### src/rtl/usr_serial_tx_ctrl.sv
// rtl/usr_serial_tx_ctrl.sv - sequencer driving Univ_Shift_Reg as a parallel-to-serial transmitter
//
// Accepts one WIDTH-bit word on in_data/in_valid/in_ready, loads it into the
// downstream universal shift register, then shifts it out one bit per clock,
// LSB-first or MSB-first as selected by msb_first when the word was accepted.
//
// Ports:
//   clk        rising-edge clock
//   reset      asynchronous, active-low
//   in_data    parallel word to transmit
//   in_valid   in_data valid
//   in_ready   block can accept a word this cycle
//   msb_first  1 = MSB first, 0 = LSB first (captured with the word)
//   usr_q      q output of the downstream shift register
//   usr_d      d input to the shift register (registered copy of the word)
//   usr_ctrl   00 hold, 01 shift left, 10 shift right, 11 load
//   ser_out    serial bit, meaningful while ser_valid = 1
//   ser_valid  high for exactly WIDTH consecutive cycles per word
//   done       one-cycle pulse after the last bit
module usr_serial_tx_ctrl #(
    parameter int WIDTH = 8
) (
    input  logic             clk,
    input  logic             reset,
    input  logic [WIDTH-1:0] in_data,
    input  logic             in_valid,
    output logic             in_ready,
    input  logic             msb_first,
    input  logic [WIDTH-1:0] usr_q,
    output logic [WIDTH-1:0] usr_d,
    output logic [1:0]       usr_ctrl,
    output logic             ser_out,
    output logic             ser_valid,
    output logic             done
);

    localparam int CNT_W = $clog2(WIDTH);
    localparam logic [CNT_W-1:0] CNT_LAST = CNT_W'(WIDTH - 1);

    typedef enum logic [1:0] {
        S_IDLE  = 2'd0,
        S_LOAD  = 2'd1,
        S_SHIFT = 2'd2,
        S_DONE  = 2'd3
    } state_t;

    state_t           state;
    state_t           state_nxt;
    logic [CNT_W-1:0] cnt;
    logic             msb_latch;
    // Holds in_ready low until the first edge after reset release, so the
    // ready output is purely registered rather than gated by the reset pin.
    logic             armed;
    logic             accept;

    // Only the two end bits of the register are observed.
    logic unused_q_bits;
    assign unused_q_bits = ^usr_q;

    assign accept = (state == S_IDLE) && armed && in_valid;

    // State register and datapath
    always_ff @(posedge clk or negedge reset) begin
        if (!reset) begin
            state     <= S_IDLE;
            cnt       <= '0;
            usr_d     <= '0;
            msb_latch <= 1'b0;
            armed     <= 1'b0;
        end else begin
            state <= state_nxt;
            armed <= 1'b1;
            case (state)
                S_IDLE: begin
                    if (accept) begin
                        usr_d     <= in_data;
                        msb_latch <= msb_first;
                    end
                end
                S_LOAD: begin
                    cnt <= '0;
                end
                S_SHIFT: begin
                    // Counter parks at the last index instead of wrapping.
                    if (cnt != CNT_LAST) begin
                        cnt <= cnt + 1'b1;
                    end
                end
                default: begin
                end
            endcase
        end
    end

    // Next-state logic
    always_comb begin
        state_nxt = state;
        case (state)
            S_IDLE:  if (accept) state_nxt = S_LOAD;
            S_LOAD:  state_nxt = S_SHIFT;
            S_SHIFT: if (cnt == CNT_LAST) state_nxt = S_DONE;
            S_DONE:  state_nxt = S_IDLE;
            default: state_nxt = S_IDLE;
        endcase
    end

    // Moore outputs
    always_comb begin
        usr_ctrl  = 2'b00;
        in_ready  = 1'b0;
        ser_valid = 1'b0;
        done      = 1'b0;
        case (state)
            S_IDLE: begin
                in_ready = armed;
            end
            S_LOAD: begin
                usr_ctrl = 2'b11;
            end
            S_SHIFT: begin
                // MSB-first drains from the top, so shift left; LSB-first shifts right.
                usr_ctrl  = msb_latch ? 2'b01 : 2'b10;
                ser_valid = 1'b1;
            end
            S_DONE: begin
                done = 1'b1;
            end
            default: begin
            end
        endcase
    end

    assign ser_out = ser_valid & (msb_latch ? usr_q[WIDTH-1] : usr_q[0]);

endmodule

### config.mk
export PLATFORM = sky130hd
export DESIGN_NAME = usr_serial_tx_ctrl
export DESIGN_NICKNAME = d
export VERILOG_FILES = /design/src/rtl/usr_serial_tx_ctrl.sv
export SDC_FILE = /design/constraint.sdc
export NUM_CORES = 1
export LEC_CHECK = 0
export CAP_MARGIN = 20
export CORE_MARGIN = 2
export CORE_UTILIZATION = 30
export CTS_CLUSTER_DIAMETER = 50
export DETAILED_ROUTE_END_ITERATION = 12
export PLACE_DENSITY_LB_ADDON = 0.15
export SETUP_SLACK_MARGIN = 0.4
export SLEW_MARGIN = 20
export SYNTH_ARGS = -nofsm -noshare
export SYNTH_HDL_FRONTEND = slang
export SYNTH_SLANG_ARGS = --single-unit
### constraint.sdc
create_clock -name clk -period 2.2 [get_ports clk]
set_clock_uncertainty 0.05 [all_clocks]
set_input_delay 0.22 -clock clk [delete_from_list [all_inputs] [get_ports clk]]
set_output_delay 0.22 -clock clk [all_outputs]
set_load 0.03 [all_outputs]
==> results of run 1 <==
layout by cell type, fill, tap and decap left out, drive strengths merged, types with 2 or more instances in the layout:
| master | count |
|---|---|
| a21oi | 2 |
| buf | 7 |
| clkbuf | 5 |
| clkdlybuf4s50 | 21 |
| dfrtp | 15 |
| ha | 7 |
| inv | 5 |
| mux2 | 11 |
| mux2i | 4 |
| nand2 | 4 |
| nor2b | 4 |
power groups by stage:
stage               clock (mW)  combinational (mW)  sequential (mW)
floorplan                    0               0.504            0.624
global placement             0               0.997            0.484
detailed placement           0                1.00            0.490
CTS                      0.161               0.977            0.485
global route             0.176                1.07            0.506
finish                   0.153               0.992            0.483
worst max-delay path: stages, from the launching register on:
cell and delay (ns):
dfrtp_1 0.43, inv_2 0.09, ha_1 0.16, or2b_1 0.24
a21boi_2 0.13, buf_6 0.14
path summary, 6_finish.rpt:
check,start,to,slack [ns],cells past startpoint
worst max-delay path,state[0],usr_ctrl[1],0.46,5
worst min register to register,usr_d[5],usr_d[5],0.46,1
worst max register to register,state[0],state[1],0.53,6
worst min-delay path,reset,usr_d[1],0.28,1
max in group asynchronous,reset,state[1],1.40,1
min in group clk,usr_d[5],usr_d[5],0.46,1
flip-flops by register name, indices dropped and copies added (netlist names):
name / cells
armed: 1
cnt: 3
msb_latch: 1
state: 2
usr_d: 8
cells by family after synthesis:
logic type | count (synthesis) | share of synthesized area [%]
adders and majority gates | 7 | 11.8
buffers and inverters | 5 | 2.53
and+or+nand+nor | 10 | 8.59
muxes | 15 | 22.6
AOI/OAI and AO/OA | 4 | 3.54
other | 1 | 0.505
DFF | 15 | 50.5
stage by stage:
| stage | hold slack (ns) | instances | area (µm²) | utilization (%) |
|---|---|---|---|---|
| 6_report | 0.280 | 121 | 1090 | 45.1 |
| 5_1_grt | 0.350 | 121 | 1090 | 45.1 |
| 4_1_cts | 0.310 | 119 | 1080 | 45.0 |
| 3_5_place_dp | 0.443 | 115 | 1060 | 44.1 |
| 3_3_place_gp | 0.439 | 115 | 1060 | 44.1 |
| 2_1_floorplan | -0.126 | 57 | 747 | - |
what timing repair did:
action | CTS | global route
resized for setup | 18 | 11
endpoints found under the hold margin | 0 | 0
hold buffers | 0 | 0
setup buffers | 0 | 2
setup endpoints to repair | 6 | 5
pin swaps | 0 | 1
final cells by class:
type,instances,area (µm²)
Timing Repair Buffer,30,273
Inverter,5,18.8
Tap cell,30,37.5
Sequential cell,15,375
Fill cell,232,1320
Clock buffer,4,26.3
Multi-Input combinational cell,37,355
layer usage:
layer,share of wire [%],up-vias
li1,-,257
met1,44,248
met2,49,10
met3,5.0,2
met4,1.2,0
met5,0,-
==> results by group, run 1 <==
Outcome
  – Outcome: finished, final reports clean

Min path
  – Class of the worst hold path: in -> async

Critical path
  – Nature of the critical path endpoint: output port
  – Worst EP arrival: 1.47 ns
  – Critical path class: reg -> out
  – Worst endpoint required time: 1.93 ns
  – CP startpoint kind: flip-flop
  – CP Max Fanout: 4

Power and ir drop
  – Total power: 1.63 mW
  – Power Density: 1500 nW/µm²
  – Switch share: 41.6%
  – Combinational share of power: 60.9%
  – Internal power: 0.951 mW
  – Share of power burned in registers: 29.7%
  – Leakage: 0.512 nW
  – Clock Power Share: 9.4%
  – Psw: 0.677 mW
  – Peak supply drop: 0.686 mV

Detailed routing
  – DR pass1 iterations: 2
  – WL final: 1280 µm
  – Vias after detailed routing: 517
  – Residual DRC count: 0
  – Post-route ant nets: 0
  – 1st-iter DRT viols: 2
  – Vias per cell: 4.27
  – Avg WL per Cell: 10.5 µm

Die
  – Initial core utilization: 30.8%
  – Chip width: 53.8 µm
  – I/O pins: 34
  – Core box area: 2410 µm²
  – Die footprint: 2890 µm²
  – Die Y: 53.8 µm
  – Row cnt: 18

Global route
  – Met3 Use GR: 5.00%
  – Overflow after GRT: 0
  – Initial antenna violation count: 0
  – Largest net degree at the start of global routing: 16
  – Most used routing layer: met2
  – M1 GR Usage: 14.4%
  – Met2 Track Usage GR: 14.8%
  – Via count of the first global-routing pass: 485
  – Gr usage total: 10.9%
  – First-pass GRT wire length: 2150 µm

Final layout
  – Layout cells sized above 1: 30.8%
  – Final #Nets: 119
  – Area Growth Syn to Fin: 46.1%
  – Inserted Diodes: 0

CTS
  – H-tree Lvls: 1
  – Skew-Pair Late Insertion Delay: 0.28 ns
  – Inserted Clock Buffers: 3
  – Sink Count: 15
  – Root Driver: clkbuf_4
  – Maximum clock path buffer count: 2
  – CTS tree: yes
  – Worst-path clk slew: 0.09 ns

STA
  – Fin. max-slew vios: 0
  – Worst Tran Pin Value: 0.643 ns
  – Fmax: 576 MHz
  – Setup_tns: 0 ns
  – Final Critical Period: 1.74 ns
  – Fin crit share: 78.9%
  – Endpoints failing hold: 0
  – RSZ-0062 raised after global routing: true
  – Setup WS post-layout: 0.465 ns
  – Endpoints failing setup: 0
  – Worst slew margin: 57.0%

Synth
  – Top cells by count, synth: dfrtp_1, mux2_2, ha_1
  – Synth warn: 0
  – Cells after Synth: 57
  – Post-synth top area cell: dfrtp_1
  – EDFF count, synth: 0
  – Ranking of synthesized cells by area: dfrtp_1, mux2_2, ha_1, mux2i_1, nor2b_1
  – Syn Nets: 84
  – Yosys reg bits: 15
  – Synthesized area: 743 µm²
  – Yosys cell types: 15
  – Synth top area share: 50.5%
  – Most common cell in the netlist: dfrtp_1
  – Async SR Flop Fraction: 100%
  – Syn Area/Cell: 13.0 µm²
  – Ys flop type: dfrtp_1
  – Part of the Yosys area used for sequential elements: 50.5%

Run
  – Max-Cap Viols: 0

Placed design
  – Hpwl dp: 1000 µm
  – GPL Wtd Cong: 0.704
  – Setup slack at placement: 0.197 ns
  – PortBufs: 27
Note: power is estimated with default switching activity, not from simulation.
==> run 2, diff against run 1 <==
- clock period: 2.2 -> 1.81 ns (I/O delays scaled with it)
==> results by group, run 2 (synthesized netlist as in run 1, its figures left out) <==
Global route
  – Gr usage total: 13.2%
  – Largest net degree at the start of global routing: 16
  – Initial antenna violation count: 0
  – Via count of the first global-routing pass: 601
  – First-pass GRT wire length: 2630 µm
  – Overflow after GRT: 0

Final layout
  – Area Growth Syn to Fin: 69.5%
  – Most flop-heavy register: usr_d
  – Commonest non-fill, non-tap cell in the layout: dfrtp_1
  – Post-Layout Inst Area: 1260 µm²
  – Max reg flops: 8
  – Final #Nets: 128
  – Most frequent cells in the layout: dfrtp_1, clkdlybuf4s50_1, mux2_2, buf_4, dlygate4sd2_1
  – Layout cells sized above 1: 48.0%
  – Top flop regs: usr_d x8, cnt x3, state x2
  – Inserted Diodes: 0

Detailed routing
  – 1st-iter DRT viols: 0
  – Residual DRC count: 0
  – DR pass1 iterations: 1
  – WL final: 1590 µm
  – Post-route ant nets: 0
  – Vias per cell: 4.35
  – Vias after detailed routing: 565
  – Avg WL per Cell: 12.2 µm

CTS
  – Sink Count: 15
  – H-tree Lvls: 1
  – Worst-path clk slew: 0.09 ns
  – Skew-Pair Late Insertion Delay: 0.27 ns
  – Inserted Clock Buffers: 3
  – Cts hold-fix bufs: 0
  – Root Driver: clkbuf_4
  – CTS tree: yes
  – Maximum clock path buffer count: 2

Power and ir drop
  – Leakage: 0.581 nW
  – Peak supply drop: 1.02 mV
  – Power Density: 1890 nW/µm²

Critical path
  – R2R Path Start: state[1]
  – R2r worst-path depth: 6
  – Critical path class: reg -> reg
  – Reg-to-Reg End: state[1]
  – Worst endpoint required time: 1.92 ns
  – Worst EP arrival: 1.76 ns
  – Setup slack, reg-to-reg: 0.16 ns
  – Nature of the critical path endpoint: flip-flop
  – CP startpoint kind: flip-flop
  – CP Max Fanout: 5

STA
  – Endpoints failing hold: 0
  – Endpoints failing setup: 0
  – Worst Tran Pin Value: 0.650 ns
  – Worst slew margin: 56.5%
  – Fin. max-slew vios: 0
  – Fin crit share: 91.3%
  – Setup_tns: 0 ns
  – RSZ-0062 raised after global routing: true
  – Final Critical Period: 1.65 ns
  – Fmax: 605 MHz

Die
  – Chip width: 53.8 µm
  – Core box area: 2410 µm²
  – Die Y: 53.8 µm
  – Row cnt: 18
  – I/O pins: 34
  – Die footprint: 2890 µm²
  – Initial core utilization: 30.8%

Run
  – Max-Cap Viols: 0

Placed design
  – Hpwl dp: 1090 µm
  – GPL Wtd Cong: 0.666
  – PortBufs: 27
  – Placement Cell Area: 1100 µm²

Min path
  – Class of the worst hold path: in -> async

Outcome
  – Outcome: finished, final reports clean
-- run 2: worst max-delay path, cell delays in order (launching register included) --
cell     delay [ns]
dfrtp_2        0.46
ha_4           0.18
buf_4          0.14
buf_6          0.12
nor2b_1        0.13
a21oi_2        0.15
mux2_4         0.32
-- run 2: repair_timing --
action                     in CTS  in global routing
pin swaps                       1                  0
resized for setup              31                  7
cloned                          1                  0
setup endpoints to repair      26                 20
buffers inserted                6                  4
-- run 2: per-layer routing --
layer / vias to the layer above / track usage, % / part of all wire, %
met2: 19 / 22.4 / 53
met4: 0 / 7.69 / 0.75
li1: 276 / - / -
met3: 2 / 2.22 / 4.2
met5: - / 0 / 0
met1: 268 / 15.5 / 42
-- run 2: area by class of cell --
| cell class | count | area [µm²] |
|---|---|---|
| fill | 234 | 1150 |
| multi-input combinational | 38 | 449 |
| sequential | 15 | 377 |
| timing repair buffer | 38 | 352 |
| tap | 30 | 37.5 |
| clock buffer | 4 | 26.3 |
| inverter | 5 | 18.8 |
-- run 2: worst max path at each step --
stage	from	depth (start not counted)	endpoint
finish	state[1]	6	state[1]
global route	state[0]	5	usr_ctrl[1]
CTS	state[0]	5	usr_ctrl[1]
detailed placement	usr_q[7]	4	ser_out
global placement	usr_q[7]	4	ser_out
floorplan	state[0]	4	usr_ctrl[1]
-- run 2: report_power, final --
group	switching [mW]	internal [mW]	leakage, nW
logic	0.775	0.834	0.384
clock network	0.101	0.0853	0.0150
registers	0.0968	0.487	0.182
-- run 2: per-stage QoR --
step	util [%]	cells	hold WS, ns	power [mW]	setup slack (ns)
after floorplan	-	57	-0.165	1.49	0.335
after global placement	45.7	115	0.436	1.91	0.113
after detailed placement	45.7	115	0.448	1.93	0.0899
after CTS	50.5	126	0.279	2.29	0.110
after global routing	52.3	130	0.309	2.54	0.0830
final	52.3	130	0.248	2.38	0.158
==> run 3, diff against run 2 <==
- CELL_PAD_IN_SITES_DETAIL_PLACEMENT: not set -> 0
- CELL_PAD_IN_SITES_GLOBAL_PLACEMENT: not set -> 1
==> results by group, run 3 (synthesized netlist as in run 1, its figures left out) <==
CTS
  – Sink Count: 15
  – CTS tree: yes
  – Root Driver: clkbuf_4
  – Maximum clock path buffer count: 2
  – H-tree Lvls: 1
  – Worst-path clk slew: 0.09 ns
  – Inserted Clock Buffers: 3
  – Skew-Pair Late Insertion Delay: 0.28 ns

Detailed routing
  – Met1 WL: 676 µm
  – 1st-iter DRT viols: 4
  – Metal3 WL: 98 µm
  – Vias after detailed routing: 582
  – Post-route ant nets: 0
  – Met2 wire len: 863 µm
  – Residual DRC count: 0
  – DR pass1 iterations: 2
  – Highest metal used: met4
  – WL final: 1650 µm
  – Avg WL per Cell: 12.9 µm
  – Vias per cell: 4.55

Final layout
  – Commonest non-fill, non-tap cell in the layout: dfrtp_1
  – Final #Nets: 126
  – Layout cells sized above 1: 44.9%
  – Area Growth Syn to Fin: 68.5%
  – Top flop regs: usr_d x8, cnt x3, state x2
  – Max reg flops: 8
  – Most frequent cells in the layout: dfrtp_1, clkdlybuf4s50_1, mux2_2
  – Fin cells: 128
  – Inserted Diodes: 0
  – Most flop-heavy register: usr_d

Placed design
  – PortBufs: 27
  – Hpwl dp: 1160 µm
  – Placed cell count: 116
  – GPL Wtd Cong: 0.676

Global route
  – Via count of the first global-routing pass: 545
  – Largest net degree at the start of global routing: 10
  – First-pass GRT wire length: 2390 µm
  – Gr usage total: 11.9%
  – Overflow after GRT: 0
  – Initial antenna violation count: 0

Die
  – Core box area: 2410 µm²
  – Initial core utilization: 30.8%
  – Die Y: 53.8 µm
  – I/O pins: 34
  – Chip width: 53.8 µm
  – Row cnt: 18
  – Die footprint: 2890 µm²

Outcome
  – Outcome: finished, final reports clean

Run
  – Max-Cap Viols: 0

Critical path
  – Worst EP arrival: 1.46 ns
  – Nature of the critical path endpoint: output port
  – Worst endpoint required time: 1.58 ns
  – CP startpoint kind: flip-flop
  – Critical path class: reg -> out
  – CP Max Fanout: 3

STA
  – Fmax: 591 MHz
  – Final Critical Period: 1.69 ns
  – Setup_tns: 0 ns
  – Endpoints failing setup: 0
  – RSZ-0062 raised after global routing: true
  – Fin. max-slew vios: 0
  – Endpoints failing hold: 0
  – Fin crit share: 93.5%

Power and ir drop
  – Peak supply drop: 0.918 mV
  – Power Density: 1860 nW/µm²
  – Leakage: 0.567 nW

Min path
  – Class of the worst hold path: in -> async
==> run 3: worst max-delay path, stage by stage (launching register included) <==
cell      delay, ns
dfrtp_1        0.39
inv_2          0.11
ha_4           0.15
or2b_1         0.26
a21boi_4       0.14
buf_6          0.14
==> run 3: path summary, 6_finish.rpt <==
path / startpoint / to / slack [ns] / depth (start not counted)
min in group clk: in_data[6] / usr_d[6] / 0.46 / 2
worst min-delay path: reset / armed / 0.12 / 1
max in group asynchronous: reset / usr_d[2] / 1.15 / 2
worst min register to register: usr_d[0] / usr_d[0] / 0.46 / 1
worst max-delay path: state[0] / usr_ctrl[1] / 0.12 / 5
worst max register to register: state[1] / cnt[0] / 0.21 / 5
==> run 3: layout make-up <==
| cell class | instances | area, µm² |
|---|---|---|
| clock buffer | 4 | 26.3 |
| timing repair buffer | 37 | 345 |
| inverter | 5 | 18.8 |
| tap | 30 | 37.5 |
| sequential | 15 | 377 |
| fill | 223 | 1160 |
| multi-input combinational | 37 | 448 |
==> run 3: metal layers <==
metal	GRT usage (%)	vias up
met5	0	-
met4	7.69	0
met3	2.78	2
met2	19.5	18
met1	13.6	289
li1	-	273
==> run 3: what timing repair did <==
action                                  4_1_cts  5_1_grt
hold buffers                                  0        0
setup buffers                                 6        2
pin swaps                                     1        0
endpoints found under the setup margin       25       20
gates resized for setup                      32        4
hold endpoints to repair                      0        0
==> run 3: where the power goes <==
group          internal [mW]  switching, mW  leakage (nW)
sequential             0.487          0.101         0.182
clock                 0.0854          0.103        0.0150
combinational          0.795          0.755         0.370
==> run 3: through the flow <==
stage / worst slack (ns) / power (mW) / util (%) / hold slack, ns / area, µm²
after floorplan: 0.335 / 1.49 / - / -0.165 / 795
after global placement: 0.113 / 1.91 / 46.1 / 0.431 / 1110
after detailed placement: 0.0983 / 1.94 / 46.1 / 0.434 / 1110
after CTS: 0.0950 / 2.29 / 50.6 / 0.116 / 1220
after global routing: 0.0626 / 2.46 / 52.0 / 0.144 / 1250
final: 0.117 / 2.33 / 52.0 / 0.117 / 1250
